[config.mk]
export PLATFORM = sky130hd
export DESIGN_NAME = arb_mux_n
export DESIGN_NICKNAME = d
export VERILOG_FILES = /design/src/rtl/arb_mux_n.sv
export SDC_FILE = /design/constraint.sdc
export NUM_CORES = 1
export LEC_CHECK = 0
export CAP_MARGIN = 10
export CORE_AREA = 2 2 121 123
export CTS_CLUSTER_DIAMETER = 150
export DETAILED_ROUTE_END_ITERATION = 10
export DIE_AREA = 0 0 123 125
export HOLD_SLACK_MARGIN = 0.08
export PLACE_DENSITY_LB_ADDON = 0.25
export SETUP_SLACK_MARGIN = 0.05
export SLEW_MARGIN = 15
export SYNTH_ARGS = -nofsm -noshare
export SYNTH_HDL_FRONTEND = slang
export SYNTH_SLANG_ARGS = --single-unit
[constraint.sdc]
create_clock -name clk -period 9.4 [get_ports clk]
set_input_delay 1.88 -clock clk [delete_from_list [all_inputs] [get_ports clk]]
set_output_delay 1.88 -clock clk [all_outputs]
set_load 0.01 [all_outputs]
[src/rtl/arb_mux_n.sv]
// N-input WIDTH-bit selector with a registered output, direct or round-robin grant.
// Optional ARB_MUX_LOCK_EN adds in_last to hold a round-robin grant across multi-beat packets.
module arb_mux_n #(
    parameter int unsigned WIDTH = 32,
    parameter int unsigned N     = 8,
    parameter int unsigned SELW  = 3
) (
    input  logic                 clk,
    input  logic                 reset,
    input  logic                 mode,
    input  logic [SELW-1:0]      sel,
    input  logic [N-1:0]         in_valid,
    input  logic [N*WIDTH-1:0]   in_data,
`ifdef ARB_MUX_LOCK_EN
    input  logic [N-1:0]         in_last,
`endif
    output logic [N-1:0]         in_ready,
    output logic                 out_valid,
    input  logic                 out_ready,
    output logic [WIDTH-1:0]     out_data,
    output logic [SELW-1:0]      out_chan
);

    localparam int unsigned LAST_RST = N - 1;

    logic [SELW-1:0]  last;
    logic [N-1:0]     grant;
    logic [SELW-1:0]  gnt_idx;
    logic             gnt_any;
    logic [SELW-1:0]  hi_idx;
    logic             hi_any;
    logic [SELW-1:0]  lo_idx;
    logic             lo_any;
    logic             can_accept;
    logic             transfer;
    logic [WIDTH-1:0] sel_data;
`ifdef ARB_MUX_LOCK_EN
    logic             locked;
    logic             xfer_last;
`endif

    assign can_accept = !out_valid || out_ready;
    assign transfer   = gnt_any && can_accept && !reset;
    assign in_ready   = reset ? '0 : (grant & {N{can_accept}});

    // Round-robin splits requesters above the pointer (searched first) from those at or below it.
    always_comb begin
        grant   = '0;
        gnt_idx = '0;
        gnt_any = 1'b0;
        hi_idx  = '0;
        hi_any  = 1'b0;
        lo_idx  = '0;
        lo_any  = 1'b0;
        for (int i = int'(N) - 1; i >= 0; i--) begin
            if (in_valid[i] && (SELW'(i) > last)) begin
                hi_any = 1'b1;
                hi_idx = SELW'(i);
            end
            if (in_valid[i] && (SELW'(i) <= last)) begin
                lo_any = 1'b1;
                lo_idx = SELW'(i);
            end
        end
        if (!mode) begin
            for (int i = 0; i < int'(N); i++) begin
                if (in_valid[i] && (sel == SELW'(i))) begin
                    gnt_any = 1'b1;
                    gnt_idx = SELW'(i);
                end
            end
        end
`ifdef ARB_MUX_LOCK_EN
        else if (locked) begin
            for (int i = 0; i < int'(N); i++) begin
                if (in_valid[i] && (last == SELW'(i))) begin
                    gnt_any = 1'b1;
                    gnt_idx = SELW'(i);
                end
            end
        end
`endif
        else if (hi_any) begin
            gnt_any = 1'b1;
            gnt_idx = hi_idx;
        end else if (lo_any) begin
            gnt_any = 1'b1;
            gnt_idx = lo_idx;
        end
        for (int i = 0; i < int'(N); i++) begin
            grant[i] = gnt_any && (gnt_idx == SELW'(i));
        end
    end

    always_comb begin
        sel_data = '0;
        for (int i = 0; i < int'(N); i++) begin
            if (grant[i]) sel_data = in_data[i*WIDTH +: WIDTH];
        end
    end

`ifdef ARB_MUX_LOCK_EN
    assign xfer_last = |(in_last & grant);
`endif

    // Output register and arbitration pointer; drain and fill may happen on the same edge.
    always_ff @(posedge clk) begin
        if (reset) begin
            out_valid <= 1'b0;
            out_data  <= '0;
            out_chan  <= '0;
            last      <= SELW'(LAST_RST);
`ifdef ARB_MUX_LOCK_EN
            locked    <= 1'b0;
`endif
        end else begin
            if (transfer) begin
                out_valid <= 1'b1;
                out_data  <= sel_data;
                out_chan  <= gnt_idx;
                last      <= gnt_idx;
            end else if (out_ready) begin
                out_valid <= 1'b0;
            end
`ifdef ARB_MUX_LOCK_EN
            if (!mode) begin
                locked <= 1'b0;
            end else if (transfer) begin
                locked <= !xfer_last;
            end
`endif
        end
    end

endmodule

# After elaboration in Yosys (flattened, before gate mapping)
# Cells that the tools add are included.
op_classes:
  magnitude_cmp: 16
  n_eq_ne: 14
  mux: 64
  bitwise_logic: 1
  n_reduce_logical: 40
ops:
  columns: ["cell", "n"]
  rows:
  - ["$mux W32", 8]
  - ["$mux W3", 25]
  - ["$logic_and A1 B1 Y1", 34]
  - ["$mux W1", 30]
  - ["$eq A3 B3 Y1 const B", 8]
  - ["$eq A3 B2 Y1 const B", 4]
  - ["$gt A3 B3 Y1 const A", 4]
  - ["$le A3 B3 Y1 const A", 4]
  - ["$and A8 B8 Y8", 1]
  - ["$mux W8", 1]
  - ["$eq A3 B1 Y1 const B", 2]
  - ["$gt A1 B3 Y1 const A", 2]
  - ["$gt A2 B3 Y1 const A", 2]
  - ["$le A1 B3 Y1 const A", 2]
  - ["$le A2 B3 Y1 const A", 2]
  - ["$logic_not A3 Y1", 2]
  - ["$logic_not A1 Y1", 2]
  - ["$reduce_bool A2 Y1", 1]
  - ["$logic_or A1 B1 Y1", 1]
word_totals:
  regBits: 39
  inputBits: 271
  output_inout_bits: 44
  word_cells: 139

# Depth between registers and ports, before layout
# Gate-level depths: netlist of the first run.
depth:
  depth_word: 23
  mapped_depth: 13
  mapped_depth_nobuf: 8

# Worst setup path after synthesis of the first run
# No wires, ideal clock.
synth_path:
  kind: "input to output"
  start: "input port in_valid[7]"
  end: "output port in_ready[7]"
  arrival_time_ps: 3953
  t_required_ps: 7520
  setup_slack_ps: 3567
  path_stages: 10
  path_cell_list: "clkbuf_2 > nor2b_1 > or4_4 > nor3_4 > a31o_2 > buf_4 > buf_2 > nand4_1 > buf_2 > nor2b_1"
synth_via:
  elab_chain_cells: 16
  elab_cells_between_ends: 47
  classes_between: "eq/ne: 1; mux: 41; bitwise: 1; reduce/logical: 4"
synth_lines:
  columns: ["element", "line_no", "text"]
  rows:
  - ["from (decl)", "12", "input logic [N-1:0] in_valid,"]
  - ["$logic_and A1 B1 Y1", "60", "if (in_valid[i] && (SELW'(i) <= last)) begin"]
  - ["$mux W3 or $mux W1 (tied branches) (8 in a row)", "60", null]
  - ["$mux W3", "86", "end else if (lo_any) begin"]
  - ["$mux W3", "83", "else if (hi_any) begin"]
  - ["$mux W3", "65", "if (!mode) begin"]
  - ["$eq A3 B3 Y1", "91", "grant[i] = gnt_any && (gnt_idx == SELW'(i));"]
  - ["$logic_and A1 B1 Y1 *", "91", null]
  - ["$and A8 B8 Y8 *", "44", "assign in_ready = reset ? '0 : (grant & {N{can_accept}});"]
  - ["$mux W8 *", "44", null]
  - ["to (decl)", "17", "output logic [N-1:0] in_ready,"]
# Mark *: on every way between the ends. The rest lies on a longest branch, timed or not.

# Final worst setup path of the first run
layout_path:
  start: "input port in_valid[7]"
  end: "output port in_ready[3]"
layout_via:
  elab_chain_cells: 16
  elab_cells_between_ends: 47
  classes_between: "eq/ne: 1; mux: 41; bitwise: 1; reduce/logical: 4"
layout_lines:
  columns: ["element", "line_no"]
  rows:
  - ["$logic_and A1 B1 Y1", "60"]
  - ["$mux W3 or $mux W1 (tied branches) (8 in a row)", "60"]
  - ["$mux W3", "86"]
  - ["$mux W3", "83"]
  - ["$mux W3", "65"]
  - ["$eq A3 B2 Y1", "91"]
  - ["$logic_and A1 B1 Y1 *", "91"]
  - ["$and A8 B8 Y8 *", "44"]
  - ["$mux W8 *", "44"]
# Marks and branches as above.

==> qor.yml, run 1 <==
status:
  status: "complete, no violations"
pwr:
  p_sw_mw: 0.356
  comb_power_share_pct: 58.0
  switching_share_pct: 38.9
  pwr-share-clk_pct: 18.1
  intPower_mw: 0.558
  ir_drop_mv: 0.0619
  power.density_nw_per_um2: 123
  p_leak_nw: 2.61
  seqPwrFrac_pct: 23.9
timing:
  setup_tns_ns: 0
  fmax_mhz: 136
  clock_skew_ns: 0.00565
  setup_viol: 0
  maxSlewViolCount: 0
  hold_viol: 0
  worst_pin_slew_ns: 1.16
  rsz0062_at_grt: "false"
  period_minus_slack_ns: 7.36
  slew_headroom_pct: 22.7
  timing.final.crit_share_pct: 78.3
job:
  cap_violations: 0
global_routing:
  grt_first_pass_wirelength_um: 31400
  grt_pass1_vias: 5900
  grt_max_degree: 54
  use_met3_pct: 6.71
  grt_antenna_before_repair: 0
  grt_busiest_layer: "met2"
  grt_use_total_pct: 26.0
  grt.met1_usage_pct: 29.2
  grt_use_met2_pct: 47.3
  grt_overflow: 0
detailed_routing:
  wl_um: 20700
  wl_per_cell_um: 19.6
  viasPerCell: 5.56
  drt-initial-drc-count: 328
  dr.pass1.iters: 5
  vias: 5872
  drc: 0
  ant_nets: 0
yosys:
  syn_area_per_cell_um2: 6.83
  async_flop_share_pct: 0
  synth_seq_cells: 39
  syn_nets: 877
  syn_inst: 606
  synth.distinct_cells: 57
  yosysWarnings: 0
  synthFlopType: "dfxtp_1"
  synth_edf_count: 0
  netlist_area_um2: 4140
  ys_seq_area_share_pct: 18.9
floorplan:
  rows: 44
  core_um2: 14200
  fp.dieH_um: 125
  start_util_pct: 29.1
  io_pins: 315
  dieArea_um2: 15400
  dieWidth_um: 123
clock_tree:
  post_cts_buffers: 0
  numCtsBuffers: 5
  cts_resized: 0
  ctsHtreeMaxLevel: 2
  path_clk_slew_ns: 0.06
  holdBufCountCts: 0
  cts-root-buf: "clkbuf_16"
  worstSkewPairLatency_ns: 0.28
  cts_tree: "done"
  clock-sinks: 39
  clk_path_buf_depth: 2
setup_path:
  cpMostUsedCell: "clkdlybuf4s50_1"
  crit_slowest_cell: "or4_4"
  worstPathCellList: "clkdlybuf4s50_1 > nor2b_1 > or4_4 > nor3_4 > a31o_2 > buf_4 > nand2_1 > nor3b_1 > clkdlybuf4s50_1"
  worstPathRequired_ns: 7.52
  crit_type: "primary input to primary output"
  cp_max_fo: 25
  ff2ff_setup_slack_ns: 5.02
  end_kind: "primary output"
  critPathMaxStageDelay_ns: 0.59
  startpoint_type: "primary input"
  arrival_ns: 5.48
finish:
  area_growth_pct: 80.0
  final_nets: 1144
  insertedDiodeCount: 0
  finish.instance_area_um2: 7450
  drive_gt1_share_pct: 3.90
placement:
  hpwl_um: 15100
  gp_congestion: 0.870
  io_buffers: 314
  placed_area_um2: 7320
worst_hold_path:
  worstHoldPathType: "flop to flop"
[Yosys cell counts, drive strengths merged, types with 6 or more instances]
library cell / instances / share of area (%)
a221oi: 29 / 6.3
nor3: 8 / 1.2
clkbuf: 24 / 2.2
dfxtp: 39 / 19
o21ai: 96 / 12
a21oi: 70 / 8.5
o221ai: 30 / 6.4
inv: 6 / 0.54
mux2i: 30 / 7.3
nor2b: 7 / 1.1
buf: 40 / 5.5
nor2: 46 / 4.2
nand2: 75 / 6.8
nand3: 31 / 4.1
[worst paths after layout]
| path | startpoint | to | cells past startpoint |
|---|---|---|---|
| setup / recovery | in_valid[7] | in_ready[3] | 9 |
| hold / removal | out_chan[2] | out_chan[2] | 2 |
| setup reg to reg | last[1] | out_data[12] | 10 |
| hold reg to reg | out_chan[2] | out_chan[2] | 2 |
[worst max-delay path: cells and delay by family]
family	cells	cell delay, ns
buffers and inverters	3	1.50
and+or+nand+nor	5	1.59
AOI/OAI and AO/OA	1	0.50
[cell usage in the layout (no fill, tap or decap), types with 3 or more instances in the layout]
cell type,count
a21boi_0,5
o21ai_1,12
clkdlybuf4s50_1,314
nor3b_1,3
or3_1,5
a32oi_1,3
buf_4,10
o221ai_1,29
clkbuf_16,5
a31oi_1,3
mux2i_1,30
nor2b_1,7
o21ai_0,84
inv_1,6
nand2_1,75
dfxtp_1,39
a2bb2oi_1,5
nor2_1,44
a221oi_1,28
nor3_1,7
o211ai_1,3
a21oi_1,69
nand2b_1,5
nand3_1,30
o21a_1,4
[cell families after synthesis]
logic type	count (synthesis)	share of synthesized area, %
AO/OA/AOI/OAI	272	42.2
AND/OR/NAND/NOR	191	21.8
multiplexers	33	8.62
flip-flops	39	18.9
buffers and inverters	70	8.26
adder cells (fa/ha/maj)	1	0.242
[stage by stage]
step	setup slack (ns)	hold slack (ns)	power, mW	util, %	cells
floorplan	3.57	0.467	0.499	-	606
global placement	2.10	0.432	0.751	51.5	1050
detailed placement	2.06	0.449	0.753	51.5	1050
CTS	2.05	0.459	0.923	52.4	1056
global route	1.86	0.486	0.973	52.4	1056
finish	2.04	0.457	0.914	52.4	1056
[metal layers]
layer	part of all wire, %	vias up
li1	-	2835
met1	38	2690
met2	50	311
met3	9.2	36
met4	3.0	0
met5	0	-
[sequential cells by signal (all words and copies together), names as in the netlist]
name	flops
last	3
out_chan	3
out_data	32
out_valid	1
[power by group through the flow]
stage               sequential, mW  clock, mW  combinational, mW
finish                       0.219      0.166              0.530
global route                 0.223      0.175              0.575
CTS                          0.218      0.172              0.533
detailed placement           0.222          0              0.531
global placement             0.221          0              0.530
floorplan                    0.229          0              0.270
[layout make-up]
class	instances	area (um2)
clock buffer	6	129
fill	1445	6750
inverter	6	22.5
multi-input combinational	497	3070
sequential	39	781
tap	184	230
timing repair buffer	324	3220
Power figures use the tool's default switching activity.
==> inputs of run 2 (changes only) <==
--- a/config.mk
+++ b/config.mk
@@ -6,10 +6,10 @@
 export NUM_CORES = 1
 export LEC_CHECK = 0
 export CAP_MARGIN = 10
-export CORE_AREA = 2 2 121 123
+export CORE_AREA = 2 2 122 124
 export CTS_CLUSTER_DIAMETER = 150
 export DETAILED_ROUTE_END_ITERATION = 10
-export DIE_AREA = 0 0 123 125
+export DIE_AREA = 0 0 124 126
 export HOLD_SLACK_MARGIN = 0.08
 export PLACE_DENSITY_LB_ADDON = 0.25
 export SETUP_SLACK_MARGIN = 0.05
==> constraint.sdc (replaced) <==
create_clock -name clk -period 7.06 [get_ports clk]
set_input_delay 1.412 -clock clk [delete_from_list [all_inputs] [get_ports clk]]
set_output_delay 1.412 -clock clk [all_outputs]
set_load 0.01 [all_outputs]
==> run 2 against run 1 <==
Net effect:
- core utilization down 0.089 points
- sequential power up 33%
- count of clock-buffer cells in the layout up 2
- worst hold slack worse by 0.0094 ns
- via count down 0.20%
- highest routed layer unchanged
- critical path type unchanged
- clock skew about the same
==> qor.yml, run 2 (same netlist as run 1, synthesis figures left out) <==
finish:
  final_cell_count_no_fill: 1061  # was 1056
  largest-register: "out_data"  # unchanged
  largest_register_ffs: 32  # unchanged
  drive_gt1_share_pct: 4.34  # was 3.90%
  layout_commonest_cell: "clkdlybuf4s50_1"  # unchanged
  fillers: 1444  # was 1445
  reg.largest.list: "out_data x32, last x3, out_chan x3"  # unchanged
  area_growth_pct: 81.1  # was 80.0%
  finish.instance_area_um2: 7490  # was 7450 um2
  final_cell_mix: "clkdlybuf4s50_1, o21ai_0, nand2_1, a21oi_1, nor2_1"  # unchanged
  final_nets: 1146  # was 1144
placement:
  io_buffers: 314  # unchanged
  gp_congestion: 0.852  # was 0.870
  place_ws_ns: 0.926  # was 2.06 ns
  dp.cells: 1052  # was 1050
  hpwl_um: 15400  # was 15100 um
  placed_area_um2: 7340  # was 7320 um2
setup_path:
  crit_type: "primary input to primary output"  # unchanged
  endpoint: "in_ready[0]"  # was in_ready[3]
  startpoint_type: "primary input"  # unchanged
  critPathLaunch: "in_valid[7]"  # unchanged
  cp_max_fo: 29  # was 25
  r2r_start: "last[1]"  # unchanged
  arrival_ns: 4.75  # was 5.48 ns
  worstPathRequired_ns: 5.65  # was 7.52 ns
  end_kind: "primary output"  # unchanged
  ff2ff_setup_slack_ns: 2.69  # was 5.02 ns
  r2r_end: "out_data[4]"  # was out_data[12]
  reg2reg_depth: 10  # unchanged
detailed_routing:
  ant_nets: 0  # unchanged
  viasPerCell: 5.52  # was 5.56
  dr.pass1.iters: 7  # was 5
  wl_um: 21300  # was 20700 um
  drc: 0  # unchanged
  wl_per_cell_um: 20.1  # was 19.6 um
  vias: 5860  # was 5872
  drt-initial-drc-count: 314  # was 328
worst_hold_path:
  worstHoldPathType: "flop to flop"  # unchanged
timing:
  fmax_mhz: 162
  fin_hold_ws_ns: 0.447  # was 0.457 ns
  rsz0062_at_grt: "false"  # unchanged
  setup_ws_ns: 0.901  # was 2.04 ns
  timing.final.crit_share_pct: 87.2
  slew_headroom_pct: 21.7  # was 22.7%
  hold_viol: 0  # unchanged
  maxSlewViolCount: 0  # unchanged
  period_minus_slack_ns: 6.16
  worst_pin_slew_ns: 1.17  # was 1.16 ns
  clock_skew_ns: 0.00585  # was 0.00565 ns
  setup_tns_ns: 0  # unchanged
  setup_viol: 0  # unchanged
floorplan:
  rows: 44  # unchanged
  io_pins: 315  # unchanged
  dieWidth_um: 124  # was 123 um
  start_util_pct: 28.9  # was 29.1%
  core_um2: 14300  # was 14200 um2
  dieArea_um2: 15600  # was 15400 um2
  fp.dieH_um: 126  # was 125 um
status:
  status: "complete, no violations"  # unchanged
clock_tree:
  clk_path_buf_depth: 2  # unchanged
  cts-root-buf: "clkbuf_16"  # unchanged
  holdBufCountCts: 0  # unchanged
  ctsHtreeMaxLevel: 2  # unchanged
  path_clk_slew_ns: 0.06  # about the same
  worstSkewPairLatency_ns: 0.30  # was 0.28 ns
  post_cts_buffers: 0  # unchanged
  numCtsBuffers: 5  # unchanged
  cts_resized: 0  # unchanged
  clock-sinks: 39  # unchanged
  cts_tree: "done"  # unchanged
global_routing:
  grt_busiest_layer: "met2"  # unchanged
  grt.met1_usage_pct: 28.8  # was 29.2%
  grt_antenna_before_repair: 1  # was 0
  grt_max_degree: 71  # was 54
  grt_overflow: 0  # unchanged
  grt_pass1_vias: 5835  # was 5900
  use_met3_pct: 8.11  # was 6.71%
  grt_first_pass_wirelength_um: 31300  # was 31400 um
  grt_use_met2_pct: 46.9  # was 47.3%
  grt_use_total_pct: 26.2  # was 26.0%
pwr:
  power.density_nw_per_um2: 168  # was 123 nW/um2
  ir_drop_mv: 0.106  # was 0.0619 mV
  p_leak_nw: 2.64  # was 2.61 nW
job:
  cap_violations: 0  # unchanged
==> run 2: changes by cell type in the layout (fill, tap and decap cells not counted) <==
cell,previous run,this run
clkbuf_8,0,2
buf_4,10,12
diode_2,0,1
==> run 2: per-layer routing <==
metal  vias to the layer above  wire [um]
li1                       2843          -
met1                      2721       8140
met5                         -          0
met3                        28       2060
met4                         0        419
met2                       268      10700
==> run 2: how the worst min path moves through the flow <==
stage	endpoint	slack, ns	startpoint	cells after the start
floorplan	out_chan[2]	0.47	out_chan[2]	2
global placement	out_chan[2]	0.43	out_chan[2]	2
detailed placement	out_chan[2]	0.43	out_chan[2]	2
CTS	out_chan[2]	0.44	out_chan[2]	2
global route	out_data[18]	0.49	out_data[18]	2
finish	out_chan[2]	0.45	out_chan[2]	2
==> run 2: power breakdown <==
part | total, mW | switching (mW) | internal [mW]
Combinational | 0.709 | 0.353 | 0.356
Clock | 0.256 | 0.105 | 0.151
Sequential | 0.291 | 0.0291 | 0.262
Total | 1.26 | 0.487 | 0.769
==> run 2: cell type report <==
class / count / area, um2 / area share [%]
antenna: 1 / 2.50 / 0.0334
clock buffer: 8 / 156 / 2.09
inverter: 6 / 22.5 / 0.301
multi-input combinational: 497 / 3070 / 41.0
sequential: 39 / 781 / 10.4
tap: 184 / 230 / 3.07
timing repair buffer: 326 / 3230 / 43.1
==> run 2: worst max-delay path, cell delays in order <==
cell	delay (ns)
clkdlybuf4s50_1	0.56
nor2b_1	0.22
or4_4	0.58
nor3_4	0.29
a31o_2	0.45
buf_4	0.41
and2_2	0.26
nor3_1	0.06
clkdlybuf4s50_1	0.49
==> run 2: through the flow <==
stage | total power [mW] | utilization [%]
after floorplan | 0.665 | -
after global placement | 1.00 | 51.2
after detailed placement | 1.00 | 51.2
after CTS | 1.26 | 52.3
after global routing | 1.33 | 52.4
final | 1.26 | 52.4
